[config.mk]
export PLATFORM = sky130hd
export DESIGN_NAME = window_addr_gen
export DESIGN_NICKNAME = d
export VERILOG_FILES = /design/src/rtl/window_addr_gen.sv
export SDC_FILE = /design/constraint.sdc
export NUM_CORES = 1
export LEC_CHECK = 0
export ABC_AREA = 1
export CORE_MARGIN = 1
export CORE_UTILIZATION = 54
export CTS_CLUSTER_DIAMETER = 200
export CTS_CLUSTER_SIZE = 30
export DETAILED_ROUTE_END_ITERATION = 10
export PLACE_DENSITY_LB_ADDON = 0.15
export SLEW_MARGIN = 5
export SYNTH_ARGS = -nofsm -noshare
export SYNTH_HDL_FRONTEND = slang
export SYNTH_SLANG_ARGS = --single-unit
[constraint.sdc]
create_clock -name Clk -period 2.9 [get_ports Clk]
set_input_delay 0.29 -clock Clk [delete_from_list [all_inputs] [get_ports Clk]]
set_output_delay 0.29 -clock Clk [all_outputs]
set_load 0.01 [all_outputs]
[src/rtl/window_addr_gen.sv]
// Round-robin window column address sequencer: NUM_CH channels stepped one per
// cycle, periodic row advance on channels 1..NUM_CH-1, bounded run with Done.
module window_addr_gen #(
  parameter int NUM_CH     = 4,
  parameter int ADDR_W     = 8,
  parameter int CH0_BASE   = 15,
  parameter int CHN_BASE   = 0,
  parameter int ROW_PERIOD = 61,
  parameter int ROW_STRIDE = 1,
  parameter int CH0_STEPS  = 240,
  localparam int SEL_W     = $clog2(NUM_CH)
) (
  input  logic                     Clk,
  input  logic                     Rst_n,
  input  logic                     Start,
  input  logic                     Stall,
  output logic [NUM_CH*ADDR_W-1:0] Addr,
  output logic [SEL_W-1:0]         ChSel,
  output logic                     AddrValid,
  output logic                     RowAdv,
  output logic                     Busy,
  output logic                     Done,
  output logic [1:0]               dbg_state
);

  localparam int PER_W  = $clog2(ROW_PERIOD);
  localparam int STEP_W = $clog2(CH0_STEPS + 1);

  typedef enum logic [1:0] {
    IDLE = 2'd0,
    RUN  = 2'd1,
    DONE = 2'd2
  } state_t;

  state_t              state;
  logic [ADDR_W-1:0]   ch      [NUM_CH];
  logic [ADDR_W-1:0]   ch_next [NUM_CH];
  logic [PER_W-1:0]    period_cnt;
  logic [STEP_W-1:0]   step_cnt;
  logic                step_en;
  logic                period_hit;

  // Handshake: a step is taken on every edge where AddrValid is high (RUN and
  // not stalled); the stepped value appears on Addr one cycle later. No
  // back-pressure exists beyond Stall, which freezes everything.
  assign step_en    = (state == RUN) && !Stall;
  assign period_hit = (period_cnt == PER_W'(ROW_PERIOD - 1));
  assign AddrValid  = step_en;
  assign RowAdv     = step_en && period_hit;
  assign Busy       = (state == RUN);
  assign Done       = (state == DONE);
  assign dbg_state  = state;

  // Channel step and row advance are additive when both hit the same channel.
  always_comb begin
    for (int k = 0; k < NUM_CH; k++) begin
      ch_next[k] = ch[k]
                 + ((ChSel == SEL_W'(k)) ? ADDR_W'(1) : ADDR_W'(0))
                 + ((RowAdv && (k != 0)) ? ADDR_W'(ROW_STRIDE) : ADDR_W'(0));
    end
  end

  genvar g;
  generate
    for (g = 0; g < NUM_CH; g++) begin : g_addr
      assign Addr[g*ADDR_W +: ADDR_W] = ch[g];
    end
  endgenerate

  always_ff @(posedge Clk) begin
    if (!Rst_n) begin
      state      <= IDLE;
      ChSel      <= '0;
      period_cnt <= '0;
      step_cnt   <= '0;
      for (int k = 0; k < NUM_CH; k++)
        ch[k] <= (k == 0) ? ADDR_W'(CH0_BASE) : ADDR_W'(CHN_BASE);
    end else begin
      case (state)
        IDLE: begin
          if (Start) begin
            state      <= RUN;
            ChSel      <= '0;
            period_cnt <= '0;
            step_cnt   <= '0;
            for (int k = 0; k < NUM_CH; k++)
              ch[k] <= (k == 0) ? ADDR_W'(CH0_BASE) : ADDR_W'(CHN_BASE);
          end
        end
        RUN: begin
          if (!Stall) begin
            for (int k = 0; k < NUM_CH; k++)
              ch[k] <= ch_next[k];
            ChSel      <= (ChSel == SEL_W'(NUM_CH - 1)) ? '0 : ChSel + SEL_W'(1);
            period_cnt <= period_hit ? '0 : period_cnt + PER_W'(1);
            if (ChSel == '0) begin
              step_cnt <= step_cnt + STEP_W'(1);
              if (step_cnt == STEP_W'(CH0_STEPS - 1))
                state <= DONE;
            end
          end
        end
        DONE:    state <= IDLE;
        default: state <= IDLE;
      endcase
    end
  end

endmodule

==> flow_summary.toml, run 1 <==
[setup_path]
rr_worst_depth = 13
required_ns = 2.95
end_kind = "flip-flop"
cp_max_fo = 4
slowest_delay_ns = 0.44
crit_path_top_delay_cell = "fa_1"
r2r_end = "ch[1][6]"
path_class = "reg2reg"
crit_chain = "inv_1 -> ha_1 -> nand3_1 -> nor2_1 -> nand2_1 -> fa_1 -> inv_1 -> ha_1 -> nand2_1 -> inv_1 -> nand2_1 -> nor4_1 -> nor3_1"
cp.arrival_ns = 2.61
rr_startpoint = "period_cnt[0]"
rrSetupSlack_ns = 0.34
worstSetupStartpointType = "flip-flop"

[routing]
wl_um = 5290
wire_per_inst_um = 11.81
drcViolationCount = 0
vias = 2202
viasPerCell = 4.915
first_pass_iters = 4
first_iter_violations = 119
ant_nets = 0

[clock_network]
cts_setup_buffers = 0
clockBufferDepth = 2
cts_buffers = 5
clock-sinks = 50
cts_hold_buf = 0
cts_tree = "yes"
clkTransAtPathRegs_ns = 0.09
h-tree-depth = 2
clockRootBuffer = "clkbuf_8"
clkLatencyLatePin_ns = 0.30
ctsResizeCount = 0

[grt]
use_met1 = 0.2906
grtUsageMet3 = 0.04527
grt_pass1_wl_um = 8749
antenna_found_initial = 0
grt.met2_usage = 0.3395
grt_pass1_vias = 2055
grt-ovfl-total = 0
grt-busiest-layer = "met2"
groute.usage.overall = 0.2126
grt_max_degree = 17

[pwr]
ir_drop_v = 0.0002732
p_leak_uw = 0.001289
power_uw = 1502
power_density_nw_per_um2 = 450.8

[sta]
period_needed_ns = 2.564
rsz0062_at_grt = "false"
setup_ws_ns = 0.3364
slew_viol_final = 0
setup_tns_ns = 0
fin_skew_ns = 0.003965
tightestPinTransition_ns = 0.4383
finalHoldViolCount = 0
slew_headroom = 0.7047
fmax_mhz = 390.1
fin_crit_sh = 0.8840
setup_viol = 0

[floorplanning]
row_count = 25
core_um2 = 4817
die-area_um2 = 5389
start_util = 0.5717
dieWidth_um = 73.41
io_pins = 44
die_h_um = 73.41

[job]
cap_viol_max_count = 0

[yosys]
synth_cells = 331
yosysUniqueCellTypes = 34
syn-num-nets = 349
synth_area_um2 = 2754
yosysSeqAreaShare = 0.4507
yosys_warnings = 0
syn_area_per_cell_um2 = 8.320
synth_seq_cells = 50

[placement]
place_ws_ns = 0.1723
numPortBuffers = 43
gp_congestion = 0.8300
dpl_cell_area_um2 = 3252
dp_hpwl_um = 3968

[layout]
diodes = 0
final_common_cell = "nand2_1"
final_cell_mix = "62 x nand2_1, 54 x inv_1, 43 x clkdlybuf4s50_1, 41 x nor2_1, 26 x dfxtp_1"
finish.utilization = 0.6919
area_delta_synth_final_pct = 21.04
drive_above_1_share = 0.1102
fin_nets = 398
final_cell_area_um2 = 3333
fill_cells = 405

[hold_path]
holdCritPathClass = "reg2reg"
hold_depth = 2
min_to = "step_cnt[2]"
hp-start = "step_cnt[2]"

[status]
outcome = "finished clean"
==> metal layers <==
| metal | part of all wire | up-vias |
|---|---|---|
| met4 | 0.010 | 0 |
| met5 | 0 | - |
| li1 | - | 1151 |
| met3 | 0.035 | 6 |
| met2 | 0.47 | 44 |
| met1 | 0.49 | 1001 |
==> stage by stage <==
stage	hold slack [ns]	std cells
3_3_place_gp	0.4472	440
5_1_grt	0.4987	448
2_1_floorplan	0.4130	331
4_1_cts	0.4766	448
3_5_place_dp	0.4636	440
6_report	0.4747	448
==> sequential cells by signal, summed over array words and instances, names as in the netlist <==
register and flops:
step_cnt 8, ChSel 2, dbg_state 2, period_cnt 6, ch 32
==> how the worst max path moves through the flow <==
stage / from / to / slack, ns / cells past startpoint
after floorplan: dbg_state[0] / ch[1][6] / 0.36 / 13
after global placement: Stall / ch[1][6] / 0.25 / 13
after detailed placement: Stall / ch[1][6] / 0.17 / 13
after CTS: period_cnt[0] / ch[1][6] / 0.32 / 13
after global routing: period_cnt[0] / ch[1][6] / 0.11 / 13
final: period_cnt[0] / ch[1][6] / 0.34 / 13
==> logic make-up (layout without fill, tap and decap cells) <==
kind of cell	count (synthesis)	after routing	share of synthesized area
AOI/OAI and AO/OA	43	43	0.09314
DFF	50	50	0.4507
xor gates and xnor gates	7	7	0.02226
buffers and inverters	62	112	0.09268
adders and majority gates	14	14	0.07179
and+or+nand+nor	155	155	0.2694
==> area by class of cell <==
cell class / count / area [µm²] / share of cell area
clock inverters: 2 / 8.758 / 0.002628
well taps: 67 / 83.83 / 0.02515
repair buffers: 45 / 445.4 / 0.1336
clock buffers: 6 / 72.57 / 0.02177
flip-flops and latches: 50 / 1241 / 0.3724
inverters: 59 / 224.0 / 0.06719
multi-input cells: 219 / 1257 / 0.3773
==> critical path, delay by kind of cell (launching register included) <==
| kind | cells | cell delay (ns) |
|---|---|---|
| buffers and inverters | 3 | 0.26 |
| adders and majority gates | 3 | 0.75 |
| DFF | 1 | 0.35 |
| and+or+nand+nor | 7 | 0.97 |
==> power by group <==
part,switching (µW),internal (µW)
Clock,222,166
Combinational,168,123
Sequential,39.7,785
==> cell usage after synthesis, drive strengths merged <==
cell type  count  area share
xor2           5       0.016
nor2          52       0.090
nand2         67        0.10
buf            3       0.011
nand3         17       0.031
fa             3       0.022
nand4          3      0.0068
edfxtp        24        0.26
o21ai         18       0.040
or2            3      0.0068
nand3b         1      0.0027
nor4           1      0.0023
inv           59       0.081
nor3          10       0.026
nor3b          1      0.0027
dfxtp         26        0.19
xnor2          2      0.0064
ha            11       0.050
a21oi         24       0.049
o22ai          1      0.0045
Note: power is estimated with default switching activity, not from simulation.
==> inputs of run 2 (changes only) <==
CTS_CLUSTER_DIAMETER = 80   (was 200)
clock period = 2.8 ns   (was 2.9 ns; I/O delays follow)
==> run 2 against run 1 <==
Critical path depth did not move. Total power up 11%. Register-to-register slack got worse by 0.07 ns. Non-clock buffer count up 1. Combinational power increased by 6%. Worst setup slack lost 0.069 ns. Largest cell class unchanged. Sequential power up 3.6%. Global-route usage is 0.31 points higher. Final area is 1.1% higher. Critical endpoint unchanged. Via count up 1.9%. Clock power grew 31%. Largest power group unchanged. First-iteration DRC count increased by 4.2%.
==> flow_summary.toml, run 2 (synthesis gave the netlist of run 1 again) <==
[sta]
tightestPinTransition_ns = 0.4686
setup_viol = 0
period_needed_ns = 2.532
setup_tns_ns = 0
slew_headroom = 0.6843
finalHoldViolCount = 0
fin_crit_sh = 0.9043
fmax_mhz = 394.9
fin_skew_ns = 0.005046
rsz0062_at_grt = "false"
slew_viol_final = 0

[job]
cap_viol_max_count = 0

[routing]
ant_nets = 0
wl_met2_um = 2605
viasPerCell = 4.998
wl_met1_um = 2606
drcViolationCount = 0
first_iter_violations = 124
vias = 2244
wire_per_inst_um = 12.29
first_pass_iters = 5
wl_um = 5516
met3_length_um = 235
dr.max_layer_used = "met4"

[floorplanning]
die_h_um = 73.41
row_count = 25
io_pins = 44
die-area_um2 = 5389
core_um2 = 4817
start_util = 0.5717
dieWidth_um = 73.41

[setup_path]
cp_max_fo = 4
r2r_end = "ch[1][6]"
crit_path_top_delay_cell = "fa_1"
cp.arrival_ns = 2.59
path_class = "reg2reg"
required_ns = 2.86
startpoint = "period_cnt[1]"
rr_startpoint = "period_cnt[1]"
crit_chain = "inv_1 -> ha_1 -> nand3_1 -> nor2_1 -> nand2_1 -> fa_1 -> inv_1 -> ha_1 -> nand2_1 -> inv_1 -> nand2_1 -> nor4_1 -> nor3_1"
rr_worst_depth = 13
worstSetupStartpointType = "flip-flop"
end_kind = "flip-flop"
rrSetupSlack_ns = 0.27
slowest_delay_ns = 0.43

[clock_network]
clkLatencyLatePin_ns = 0.31
cts_tree = "yes"
clockBufferDepth = 2
clkTransAtPathRegs_ns = 0.09
clockRootBuffer = "clkbuf_8"
cts_hold_buf = 0
clock-sinks = 50
ctsResizeCount = 0
cts_setup_buffers = 0
h-tree-depth = 2
cts_buffers = 5

[placement]
gp_congestion = 0.8473
dp_hpwl_um = 4028
numPortBuffers = 43
dp.cells = 441

[pwr]
p_leak_uw = 0.001313
ir_drop_v = 0.0003806
power_density_nw_per_um2 = 495.4

[layout]
fin_cells = 449
regArea_um2 = 1241
multiInputGateArea_um2 = 1257
fin_nets = 399
reg_top3 = "ch x32, step_cnt x8, period_cnt x6"
drive_above_1_share = 0.1178
final_cell_mix = "62 x nand2_1, 54 x inv_1, 43 x clkdlybuf4s50_1, 41 x nor2_1, 26 x dfxtp_1"
final_common_cell = "nand2_1"
largest_register_ffs = 32
top_register = "ch"
diodes = 0
fill_cells = 386
area_delta_synth_final_pct = 22.31

[grt]
antenna_found_initial = 0
grt_pass1_vias = 2039
grt_pass1_wl_um = 8818
grt-ovfl-total = 0
groute.usage.overall = 0.2157
grt_max_degree = 17

[status]
outcome = "finished clean"

[hold_path]
min_to = "step_cnt[2]"
hold_depth = 2
holdCritPathClass = "reg2reg"
hp-start = "step_cnt[2]"
==> run 2: worst max-delay path, delay by kind of cell (launching register included) <==
| kind | cells | cell delay, ns |
|---|---|---|
| flip-flops | 1 | 0.34 |
| buffers and inverters | 3 | 0.26 |
| AND/OR/NAND/NOR | 7 | 0.95 |
| adder cells (fa/ha/maj) | 3 | 0.73 |
==> run 2: per-layer routing <==
metal  global-route usage  up-vias
met5                    0        -
met4              0.07265        0
met3              0.04527        6
met2               0.3673       66
met1               0.2735     1017
li1                     -     1155
==> run 2: how the worst max path moves through the flow <==
stage,slack (ns),cells after the start,end
after floorplan,0.26,13,ch[1][6]
after global placement,0.27,13,ch[1][6]
after detailed placement,0.20,13,ch[1][6]
after CTS,0.29,13,ch[1][6]
after global routing,0.09,15,ch[3][6]
final,0.27,13,ch[1][6]
==> run 2: metrics by stage <==
step	cell area [µm²]	power, µW	utilization	hold slack (ns)	worst slack [ns]
finish	3368	1669	0.6992	0.4674	0.2679
global route	3368	1740	0.6992	0.4956	0.08567
CTS	3368	1678	0.6992	0.4685	0.2878
detailed placement	3259	1177	0.6766	0.4554	0.2039
global placement	3259	1170	0.6766	0.4486	0.2702
floorplan	2754	1048	-	0.4030	0.2623
==> run 2: report_power, final <==
group,switching [µW],internal [µW],total [µW]
clock,243,263,507
combinational,179,129,308
sequential,41.6,813,854
==> run 2: area by class of cell <==
type,instances,area share
clock inverters,3,0.01189
inverters,59,0.06649
clock buffers,5,0.02043
multi-input cells,219,0.3733
well taps,67,0.02489
repair buffers,46,0.1345
flip-flops and latches,50,0.3685
==> inputs of run 3 (changes only) <==
GPL_ROUTABILITY_DRIVEN = 0   (was default)
SETUP_SLACK_MARGIN = 0.5   (was default)
==> run 3 against run 2 <==
Worst hold slack improved by 0.00085 ns. Critical path depth rose by 2. Non-clock buffer count is 1 higher. Final area up 2.7%. Sequential cell count unchanged. Via count is 0.53% higher. Maximum frequency up 12%. Routed wire length fell by 0.45%. Die area stayed put. Sequential power about the same. Critical endpoint is now ch[3][6]. Largest cell class unchanged. Largest power group unchanged.
==> flow_summary.toml, run 3 (synthesis gave the netlist of run 1 again) <==
[status]
outcome = "finished clean"

[sta]
fmax_mhz = 442.7
period_needed_ns = 2.259
tightestPinTransition_ns = 0.4875
fin_crit_sh = 0.8067
setup_tns_ns = 0
fin_hold_ws_ns = 0.4683
rsz0062_at_grt = "true"
setup_viol = 0
slew_headroom = 0.6742
slew_viol_final = 0
finalHoldViolCount = 0
fin_skew_ns = 0.01291

[grt]
groute.usage.overall = 0.2263
grt_max_degree = 17
grt_pass1_wl_um = 9377
grt-ovfl-total = 0
antenna_found_initial = 0
grt_pass1_vias = 2090

[setup_path]
path_class = "reg2reg"
end_kind = "flip-flop"
r2r_end = "ch[3][6]"
required_ns = 2.88
endpoint = "ch[3][6]"
cp.arrival_ns = 2.34
rr_startpoint = "period_cnt[0]"
cp_max_fo = 4
worstSetupStartpointType = "flip-flop"
rrSetupSlack_ns = 0.54
startpoint = "period_cnt[0]"
rr_worst_depth = 15

[routing]
vias = 2256
viasPerCell = 5.013
drcViolationCount = 0
first_iter_violations = 144
first_pass_iters = 5
wl_um = 5491
ant_nets = 0
wire_per_inst_um = 12.20

[floorplanning]
die_h_um = 73.41
io_pins = 44
core_um2 = 4817
dieWidth_um = 73.41
row_count = 25
die-area_um2 = 5389
start_util = 0.5717

[layout]
reg_top3 = "ch x32, step_cnt x8, period_cnt x6"
top_register = "ch"
drive_above_1_share = 0.1697
fin_nets = 400
final_common_cell = "nand2_1"
diodes = 0
largest_register_ffs = 32
area_delta_synth_final_pct = 25.62
final_cell_mix = "58 x nand2_1, 51 x inv_1, 43 x clkdlybuf4s50_1, 38 x nor2_1, 24 x edfxtp_1"

[clock_network]
clkLatencyLatePin_ns = 0.31
cts_tree = "yes"
clock-sinks = 50
cts_hold_buf = 0
cts_buffers = 5
clockRootBuffer = "clkbuf_8"
h-tree-depth = 2
clockBufferDepth = 2
clkTransAtPathRegs_ns = 0.10

[hold_path]
hp-start = "step_cnt[2]"
holdCritPathClass = "reg2reg"

[placement]
dp_hpwl_um = 4018
numPortBuffers = 43

[pwr]
p_leak_uw = 0.001334
ir_drop_v = 0.0003349
power_density_nw_per_um2 = 474.1

[job]
cap_viol_max_count = 0
-- run 3: changes by cell type in the layout (fill, tap and decap cells not counted), sizes merged --
| cell | change |
|---|---|
| clkbuf | +2 |
| bufinv | -1 |
| buf | +1 |
| clkinv | -1 |
-- run 3: metal layers --
metal | vias to the layer above | part of all wire | wire [µm] | track usage
li1 | 1158 | - | - | -
met1 | 1026 | 0.46 | 2508 | 0.3027
met2 | 63 | 0.49 | 2675 | 0.3673
met3 | 9 | 0.043 | 234 | 0.03841
met4 | 0 | 0.013 | 73 | 0.08974
met5 | - | 0 | 0 | 0
-- run 3: critical path, cell delays in order, from the launching register on --
cell     delay [ns]
dfxtp_4        0.37
inv_1          0.05
ha_1           0.15
nand3_2        0.10
nor2_4         0.17
nand2_4        0.09
fa_2           0.36
inv_1          0.07
ha_2           0.17
nand2_1        0.05
inv_1          0.08
nand2_2        0.08
nor2_4         0.12
nand3_1        0.07
nand2_1        0.06
nor2_1         0.04
-- run 3: stage by stage --
stage	cell area, µm²	utilization	std cells	worst slack (ns)	total power [µW]
6_report	3460	0.7182	450	0.5413	1640
5_1_grt	3460	0.7182	450	0.3961	1714
4_1_cts	3415	0.7088	448	0.5070	1646
3_5_place_dp	3294	0.6839	439	0.3358	1181
3_3_place_gp	3294	0.6839	439	0.3812	1172
2_1_floorplan	2804	-	331	0.4902	1056
-- run 3: how the worst min path moves through the flow --
stage                     slack [ns]            to  cells after the start
after floorplan                 0.39  dbg_state[0]                      2
after global placement          0.45   step_cnt[2]                      2
after detailed placement        0.46   step_cnt[2]                      2
after CTS                       0.47   step_cnt[2]                      2
after global routing            0.52   step_cnt[2]                      2
final                           0.47   step_cnt[2]                      2
-- run 3: repair_timing --
item | CTS | global route
pin swaps | 1 | 4
setup endpoints to repair | 3 | 8
setup buffers | 1 | 2
hold endpoints to repair | 0 | 0
gates resized for setup | 2 | 11
-- run 3: cell type report --
type	instances	area, µm²
Sequential cell	50	1250
Multi-Input combinational cell	219	1331
Clock inverter	1	8.758
Clock buffer	7	96.34
Inverter	59	229.0
Tap cell	67	83.83
Fill cell	398	1358
Timing Repair Buffer	47	460.4
-- run 3: report_power, final --
group          switching, µW  total, µW  internal, µW
combinational            182        313           131
sequential              42.5        857           814
clock                    244        471           227
